File: config.mk
export PLATFORM = sky130hd
export DESIGN_NAME = branch_ctrl_flat
export DESIGN_NICKNAME = d
export VERILOG_FILES = /design/src/rtl/branch_pkg.sv /design/src/rtl/branch_ctrl_if.sv /design/src/rtl/branch_decode.sv /design/src/rtl/branch_ctrl.sv /design/src/flat_wrapper.sv
export SDC_FILE = /design/constraint.sdc
export NUM_CORES = 1
export LEC_CHECK = 0
export ABC_AREA = 1
export BUFFER_PORTS_ARGS = -buffer_cell sky130_fd_sc_hd__buf_2
export CORE_MARGIN = 3
export CORE_UTILIZATION = 59
export CTS_CLUSTER_DIAMETER = 50
export CTS_CLUSTER_SIZE = 40
export DETAILED_ROUTE_END_ITERATION = 8
export PLACE_DENSITY = 0.85
export SETUP_SLACK_MARGIN = 0.2
export SLEW_MARGIN = 20
export SYNTH_ARGS = -nofsm -noshare
export SYNTH_HDL_FRONTEND = slang
export SYNTH_HIERARCHICAL = 1
export SYNTH_SLANG_ARGS = --single-unit
File: constraint.sdc
create_clock -name clk -period 6.66 [get_ports clk]
set_clock_uncertainty 0.05 [all_clocks]
set_input_delay 0.666 -clock clk [delete_from_list [all_inputs] [get_ports clk]]
set_output_delay 0.666 -clock clk [all_outputs]
set_load 0.05 [all_outputs]
File: src/rtl/branch_pkg.sv
// Shared types and encodings for the conditional-branch sequencer.
package branch_pkg;

  typedef enum logic [1:0] {
    ST_IDLE = 2'b00,
    ST_CMP  = 2'b01,
    ST_TGT  = 2'b10,
    ST_WB   = 2'b11
  } state_t;

  localparam logic       ALU_A_RS1  = 1'b0;
  localparam logic       ALU_A_PC   = 1'b1;
  localparam logic [1:0] ALU_B_RS2  = 2'b00;
  localparam logic [1:0] ALU_B_IMM  = 2'b01;
  localparam logic [1:0] ALU_B_FOUR = 2'b10;
  localparam logic [1:0] ALU_ADD    = 2'b00;
  localparam logic [1:0] ALU_SUB    = 2'b01;

  localparam logic [2:0] F3_BEQ = 3'b000;
  localparam logic [2:0] F3_BNE = 3'b001;
  localparam logic [2:0] F3_BLT = 3'b100;
  localparam logic [2:0] F3_BGE = 3'b101;

  localparam logic [1:0] COND_Z  = 2'b00;
  localparam logic [1:0] COND_NZ = 2'b01;
  localparam logic [1:0] COND_GE = 2'b10;
  localparam logic [1:0] COND_LT = 2'b11;

  typedef struct packed {
    logic [1:0] cond_sel;
    logic       illegal;
  } decode_t;

endpackage

File: src/rtl/branch_ctrl_if.sv
// Control/status bundle between the branch sequencer and the datapath.
interface branch_ctrl_if #(parameter int unsigned CNT_W = 32) ();
  logic             start;
  logic [2:0]       funct3;
  logic             ready;
  logic             alu_a_sel;
  logic [1:0]       alu_b_sel;
  logic [1:0]       alu_op;
  logic [1:0]       cond_sel;
  logic             cond_in;
  logic             pc_write;
  logic             taken;
  logic             flush;
  logic             illegal;
  logic             done;
  logic [CNT_W-1:0] br_count;
  logic [CNT_W-1:0] tk_count;

  modport master (
    output start, funct3, cond_in,
    input  ready, alu_a_sel, alu_b_sel, alu_op, cond_sel, pc_write,
           taken, flush, illegal, done, br_count, tk_count
  );

  modport slave (
    input  start, funct3, cond_in,
    output ready, alu_a_sel, alu_b_sel, alu_op, cond_sel, pc_write,
           taken, flush, illegal, done, br_count, tk_count
  );
endinterface

File: src/rtl/branch_decode.sv
// funct3 to condition-mux select; unsupported encodings flag illegal with select 00.
module branch_decode
  import branch_pkg::*;
(
  input  logic [2:0] i_funct3,
  output decode_t    o_dec
);
  always_comb begin
    o_dec.cond_sel = COND_Z;
    o_dec.illegal  = 1'b0;
    case (i_funct3)
      F3_BEQ:  o_dec.cond_sel = COND_Z;
      F3_BNE:  o_dec.cond_sel = COND_NZ;
      F3_BGE:  o_dec.cond_sel = COND_GE;
      F3_BLT:  o_dec.cond_sel = COND_LT;
      default: o_dec.illegal  = 1'b1;
    endcase
  end
endmodule

File: src/rtl/branch_ctrl.sv
// Four-state branch sequencer: compare, target, write-back, with wrap-around statistics.
// Outputs are registered from the next state so they align with the state they describe.
module branch_ctrl
  import branch_pkg::*;
#(
  parameter int unsigned CNT_W = 32
) (
  input  logic          clk,
  input  logic          reset,
  branch_ctrl_if.slave  bus
);

  state_t           r_state, w_state_nxt;
  logic [1:0]       r_cond_sel_q, w_cond_sel_q_nxt;
  logic             r_illegal_q, w_illegal_q_nxt;
  logic             r_taken_q, w_taken_q_nxt;
  logic [CNT_W-1:0] r_br_count, w_br_count_nxt;
  logic [CNT_W-1:0] r_tk_count, w_tk_count_nxt;

  logic       r_ready, w_ready;
  logic       r_alu_a_sel, w_alu_a_sel;
  logic [1:0] r_alu_b_sel, w_alu_b_sel;
  logic [1:0] r_alu_op, w_alu_op;
  logic [1:0] r_cond_sel, w_cond_sel;
  logic       r_pc_write, w_pc_write;
  logic       r_taken, w_taken;
  logic       r_flush, w_flush;
  logic       r_illegal, w_illegal;
  logic       r_done, w_done;

  decode_t w_dec;

  branch_decode u_decode (
    .i_funct3 (bus.funct3),
    .o_dec    (w_dec)
  );

  always_ff @(posedge clk or posedge reset) begin
    if (reset) begin
      r_state      <= ST_IDLE;
      r_cond_sel_q <= 2'b00;
      r_illegal_q  <= 1'b0;
      r_taken_q    <= 1'b0;
      r_br_count   <= '0;
      r_tk_count   <= '0;
      r_ready      <= 1'b1;
      r_alu_a_sel  <= 1'b0;
      r_alu_b_sel  <= 2'b00;
      r_alu_op     <= 2'b00;
      r_cond_sel   <= 2'b00;
      r_pc_write   <= 1'b0;
      r_taken      <= 1'b0;
      r_flush      <= 1'b0;
      r_illegal    <= 1'b0;
      r_done       <= 1'b0;
    end else begin
      r_state      <= w_state_nxt;
      r_cond_sel_q <= w_cond_sel_q_nxt;
      r_illegal_q  <= w_illegal_q_nxt;
      r_taken_q    <= w_taken_q_nxt;
      r_br_count   <= w_br_count_nxt;
      r_tk_count   <= w_tk_count_nxt;
      r_ready      <= w_ready;
      r_alu_a_sel  <= w_alu_a_sel;
      r_alu_b_sel  <= w_alu_b_sel;
      r_alu_op     <= w_alu_op;
      r_cond_sel   <= w_cond_sel;
      r_pc_write   <= w_pc_write;
      r_taken      <= w_taken;
      r_flush      <= w_flush;
      r_illegal    <= w_illegal;
      r_done       <= w_done;
    end
  end

  always_comb begin
    w_state_nxt      = r_state;
    w_cond_sel_q_nxt = r_cond_sel_q;
    w_illegal_q_nxt  = r_illegal_q;
    w_taken_q_nxt    = r_taken_q;
    w_br_count_nxt   = r_br_count;
    w_tk_count_nxt   = r_tk_count;
    w_ready          = 1'b0;
    w_alu_a_sel      = 1'b0;
    w_alu_b_sel      = 2'b00;
    w_alu_op         = 2'b00;
    w_cond_sel       = 2'b00;
    w_pc_write       = 1'b0;
    w_taken          = 1'b0;
    w_flush          = 1'b0;
    w_illegal        = 1'b0;
    w_done           = 1'b0;

    case (r_state)
      ST_IDLE: if (bus.start) begin
        w_state_nxt      = ST_CMP;
        w_cond_sel_q_nxt = w_dec.cond_sel;
        w_illegal_q_nxt  = w_dec.illegal;
      end
      ST_CMP: begin
        w_taken_q_nxt = bus.cond_in & ~r_illegal_q;
        w_state_nxt   = ST_TGT;
      end
      ST_TGT: w_state_nxt = ST_WB;
      ST_WB: begin
        w_br_count_nxt = r_br_count + CNT_W'(1);
        w_tk_count_nxt = r_tk_count + CNT_W'(r_taken_q);
        w_state_nxt    = ST_IDLE;
      end
      default: w_state_nxt = ST_IDLE;
    endcase

    // Moore outputs of the state being entered, registered at the same edge.
    case (w_state_nxt)
      ST_IDLE: w_ready = 1'b1;
      ST_CMP: begin
        w_alu_op    = ALU_SUB;
        w_alu_a_sel = ALU_A_RS1;
        w_alu_b_sel = ALU_B_RS2;
        w_cond_sel  = w_cond_sel_q_nxt;
      end
      ST_TGT: begin
        w_alu_op    = ALU_ADD;
        w_alu_a_sel = ALU_A_PC;
        w_alu_b_sel = w_taken_q_nxt ? ALU_B_IMM : ALU_B_FOUR;
        w_pc_write  = 1'b1;
        w_flush     = w_taken_q_nxt;
      end
      ST_WB: begin
        w_done    = 1'b1;
        w_taken   = w_taken_q_nxt;
        w_illegal = w_illegal_q_nxt;
      end
      default: w_ready = 1'b0;
    endcase
  end

  assign bus.ready     = r_ready;
  assign bus.alu_a_sel = r_alu_a_sel;
  assign bus.alu_b_sel = r_alu_b_sel;
  assign bus.alu_op    = r_alu_op;
  assign bus.cond_sel  = r_cond_sel;
  assign bus.pc_write  = r_pc_write;
  assign bus.taken     = r_taken;
  assign bus.flush     = r_flush;
  assign bus.illegal   = r_illegal;
  assign bus.done      = r_done;
  assign bus.br_count  = r_br_count;
  assign bus.tk_count  = r_tk_count;

endmodule

File: src/flat_wrapper.sv
// flat-port wrapper written by rule: the top's interface ports become plain ports
module branch_ctrl_flat import branch_pkg::*;
#(
  parameter int unsigned CNT_W = 32
)
  (clk, reset, bus_start, bus_funct3, bus_cond_in, bus_ready, bus_alu_a_sel, bus_alu_b_sel, bus_alu_op, bus_cond_sel, bus_pc_write, bus_taken, bus_flush, bus_illegal, bus_done, bus_br_count, bus_tk_count);
  branch_ctrl_if #(.CNT_W(CNT_W)) bus_i ();
  input  logic clk;
  input  logic reset;
  input wire logic [$bits(bus_i.start)-1:0] bus_start;
  input wire logic [$bits(bus_i.funct3)-1:0] bus_funct3;
  input wire logic [$bits(bus_i.cond_in)-1:0] bus_cond_in;
  output wire logic [$bits(bus_i.ready)-1:0] bus_ready;
  output wire logic [$bits(bus_i.alu_a_sel)-1:0] bus_alu_a_sel;
  output wire logic [$bits(bus_i.alu_b_sel)-1:0] bus_alu_b_sel;
  output wire logic [$bits(bus_i.alu_op)-1:0] bus_alu_op;
  output wire logic [$bits(bus_i.cond_sel)-1:0] bus_cond_sel;
  output wire logic [$bits(bus_i.pc_write)-1:0] bus_pc_write;
  output wire logic [$bits(bus_i.taken)-1:0] bus_taken;
  output wire logic [$bits(bus_i.flush)-1:0] bus_flush;
  output wire logic [$bits(bus_i.illegal)-1:0] bus_illegal;
  output wire logic [$bits(bus_i.done)-1:0] bus_done;
  output wire logic [$bits(bus_i.br_count)-1:0] bus_br_count;
  output wire logic [$bits(bus_i.tk_count)-1:0] bus_tk_count;
  assign bus_i.start = bus_start;
  assign bus_i.funct3 = bus_funct3;
  assign bus_i.cond_in = bus_cond_in;
  assign bus_ready = bus_i.ready;
  assign bus_alu_a_sel = bus_i.alu_a_sel;
  assign bus_alu_b_sel = bus_i.alu_b_sel;
  assign bus_alu_op = bus_i.alu_op;
  assign bus_cond_sel = bus_i.cond_sel;
  assign bus_pc_write = bus_i.pc_write;
  assign bus_taken = bus_i.taken;
  assign bus_flush = bus_i.flush;
  assign bus_illegal = bus_i.illegal;
  assign bus_done = bus_i.done;
  assign bus_br_count = bus_i.br_count;
  assign bus_tk_count = bus_i.tk_count;
  branch_ctrl #(.CNT_W(CNT_W)) u_core (.clk(clk), .reset(reset), .bus(bus_i));
endmodule
==> out/qor.txt <==
largest net degree at the start of global routing: 81
worst hold path depth: 1
clk slew on worst S/H paths: 0.08 ns
initial antenna violation count: 0
final core utilization: 72.6%
Setup WS pre-CTS: 4.60 ns
Avg Inst Size Synth: 8.22 um^2
Worst setup EP type: register
total negative slack: 0 ns
Die ar.: 0.00787 mm^2
multiplexer share of the synthesized area: 0%
worst path bufs/invs: 1
cts bufs inserted: 9
sequential share of power: 45.0%
Post-Synth Adder-Cell Area: 3.10%
Detailed Place HPWL: 6600 um
Critical R2R Capture: u_core/bus.br_count[21]$_DFFE_PP0N_
Syn Inst Count: 491
Crit path arrival time: 2.26 ns
power per cell area: 276 mW/mm^2
H-tree level count: 3
post-synthesis compound-gate area fraction: 1.52%
Ys Warns: 6
main combinational cell family by area after synthesis: simple AND/OR/NAND/NOR gates
die height: 88.7 um
Max VDD drop: 0.000284 V
syn_nets: 508
period utilization: 31.0%
Async SR Flop Fraction: 100%
sequential cell area: 0.00200 mm^2
slowest cell delay on critical path: 0.46 ns
Clock Power Share: 27.2%
PostCTS Resize Cnt: 0
Fill cells: 509
Hold Vio Cnt, Final: 0
simple-gate area share of the yosys netlist: 30.3%
Psw: 0.000489 W
Starting Density: 62.1%
share of cells above drive strength 1: 19.1%
EDFF count, synth: 0
cells on worst reg2reg path: 8
io pins: 84
CTS Hold Bufs: 0
fin area: 0.00472 mm^2
Req. time, crit path: 6.85 ns
GRT Util Overall: 24.6%
later-pin clock latency in the skew report: 0.34 ns
reg-to-reg critical path startpoint: u_core/r_state[0]$_DFF_PP0_
CORE AREA: 0.00649 mm^2
Antenna Nets Post-Route: 0
R2R Setup Slk: 4.59 ns
drt wl/cell: 13.5 um
final net count: 597
clk buf depth: 2
Placement Cell Area: 0.00452 mm^2
fin crit period: 2.07 ns
Layout Cells excl Fill: 662
final worst setup slack: 4.59 ns
hold path endpoint: u_core/bus.tk_count[23]$_DFFE_PP0N_
outcome: finished clean
slew margin rel.: 36.0%
library cells used by synthesis: 24
DR iter-0 viols: 228
Main synth FF type: dfrtp_1
IO Port Bufs: 82
first-pass GRT wire length: 15200 um
vias in the first global route: 3422
# placed instances: 646
Area growth syn-to-layout: 16.9%
RSZ-0062 raised after global routing: no
floorplan die width: 88.7 um
Setup CP Type: reg2reg
worst slew pin tran: 0.960 ns
Largest delay share family, worst path: simple AND/OR/NAND/NOR gates
grt ovf: 0
Max Cap Violations: 0
Yosys reg bits: 80
Pleak: 2.51 nW
Hold Crit Class: reg2reg
Int Pwr: 0.000813 W
cell at the slowest stage of the critical path: ha_1
CTS root buf: clkbuf_8
final count of negative-setup-slack endpoints: 0
CP startpoint kind: register
max-slew violations: 0
multi-input logic area: 0.00176 mm^2
Fmax: 0.484 GHz
switching portion of total power: 37.5%
via count: 3511
Crit Path Max Fanout: 14
xor/xnor share of the synthesized area: 8.68%
CTS tree: done
crit-path cells: ha_1 > nand2_1 > nor2_4 > nand3_1 > nor2_2 > nand3_1 > nand2_1 > inv_1
post-route DRC violation count: 0
Vias/cell: 5.30
combinational share of power: 27.8%
clk sinks: 80
Post-Syn Area: 0.00404 mm^2
postcts setup bufs: 0
Pre-Repair DR Iteration Count: 5
RePlAce Congestion: 0.857
Min-Delay Startpoint: u_core/bus.tk_count[23]$_DFFE_PP0N_
site row count: 29
antenna cells: 0
Detailed Route WL: 8970 um
sequential share of the synthesized area: 49.6%
-- routing by layer --
| metal | track usage, % | part of all wire [%] |
|---|---|---|
| met1 | 32.0 | 43 |
| met4 | 9.89 | 1.7 |
| met2 | 41.4 | 50 |
| met3 | 3.45 | 5.4 |
| met5 | 0 | 0 |
-- power groups by stage --
stage	Combinational, W	Sequential (W)	Clock, W
6_report	0.000362	0.000585	0.000355
5_1_grt	0.000400	0.000594	0.000388
4_1_cts	0.000367	0.000586	0.000363
3_5_place_dp	0.000364	0.000595	0
3_3_place_gp	0.000354	0.000593	0
2_1_floorplan	0.000147	0.000730	0
-- Yosys cell counts, drive strengths merged (2+ instances only) --
library cell,n,area share (%)
nand4,25,3.9
nand2,145,14
nor3,2,0.25
buf,4,0.68
xnor2,26,5.6
nand3b,4,0.74
nand3,26,3.2
xor2,14,3.0
inv,64,6.0
nor2,77,8.5
o21ai,8,0.99
ha,10,3.1
dfrtp,79,49
-- how the worst max path moves through the flow --
stage / startpoint / to / slack [ns] / depth (start not counted)
6_report: u_core/r_state[0]$_DFF_PP0_ / u_core/bus.br_count[21]$_DFFE_PP0N_ / 4.59 / 8
2_1_floorplan: reset / u_core/bus.alu_b_sel[0]$_DFF_PP0_ / 3.89 / 1
4_1_cts: u_core/r_state[0]$_DFF_PP0_ / u_core/bus.br_count[26]$_DFFE_PP0N_ / 4.59 / 8
3_5_place_dp: u_core/r_state[0]$_DFF_PP0_ / u_core/bus.br_count[21]$_DFFE_PP0N_ / 4.60 / 8
5_1_grt: u_core/r_state[0]$_DFF_PP0_ / u_core/bus.br_count[26]$_DFFE_PP0N_ / 4.34 / 8
3_3_place_gp: u_core/r_state[1]$_DFF_PP0_ / u_core/bus.br_count[17]$_DFFE_PP0N_ / 4.73 / 7
-- sequential cells by signal (all words and copies together) (netlist names), 2 cells and up --
name and flops:
u_core/bus.tk_count 32, u_core/r_cond_sel_q 2, u_core/r_state 2, u_core/bus.cond_sel 2
u_core/bus.alu_b_sel 2, u_core/bus.br_count 32
-- worst reg2reg max path, delay by kind of cell, from the launching register on --
kind                       cells  cell delay, ns
adders and majority gates      1            0.46
buffers and inverters          1            0.04
DFF                            1            0.40
and+or+nand+nor                6            1.02
-- layout by cell type (no fill, tap or decap), drive strengths merged --
cell / synthesis / layout
a21oi: 1 / 1
buf: 4 / 83
bufinv: 0 / 1
clkbuf: 1 / 11
clkinv: 0 / 3
clkinvlp: 0 / 1
conb: 1 / 1
dfrtp: 79 / 79
dfstp: 1 / 1
ha: 10 / 10
inv: 64 / 64
nand2: 145 / 145
nand3: 26 / 26
nand3b: 4 / 4
nand4: 25 / 25
nor2: 77 / 77
nor3: 2 / 2
o21a: 1 / 1
o21ai: 8 / 8
o22a: 1 / 1
or2: 1 / 1
xnor2: 26 / 26
xor2: 14 / 14
-- through the flow --
| step | hold slack [ns] | power, W |
|---|---|---|
| 5_1_grt | 0.492 | 0.00138 |
| 6_report | 0.473 | 0.00130 |
| 3_3_place_gp | 0.449 | 0.000946 |
| 2_1_floorplan | 0.437 | 0.000877 |
| 4_1_cts | 0.471 | 0.00132 |
| 3_5_place_dp | 0.459 | 0.000959 |
-- cell families after synthesis --
logic type	count (synthesis)
xor gates and xnor gates	40
buffers and inverters	69
AOI/OAI and AO/OA	11
DFF	80
and+or+nand+nor	280
adders and majority gates	10
other	1
-- layout make-up --
type | instances | area share (%)
Timing Repair Buffer | 83 | 8.86
Sequential cell | 80 | 42.5
Multi-Input combinational cell | 342 | 37.3
Clock buffer | 11 | 3.00
Tap cell | 77 | 2.04
Clock inverter | 5 | 1.19
Inverter | 64 | 5.09
(Power assumes the default switching activity.)
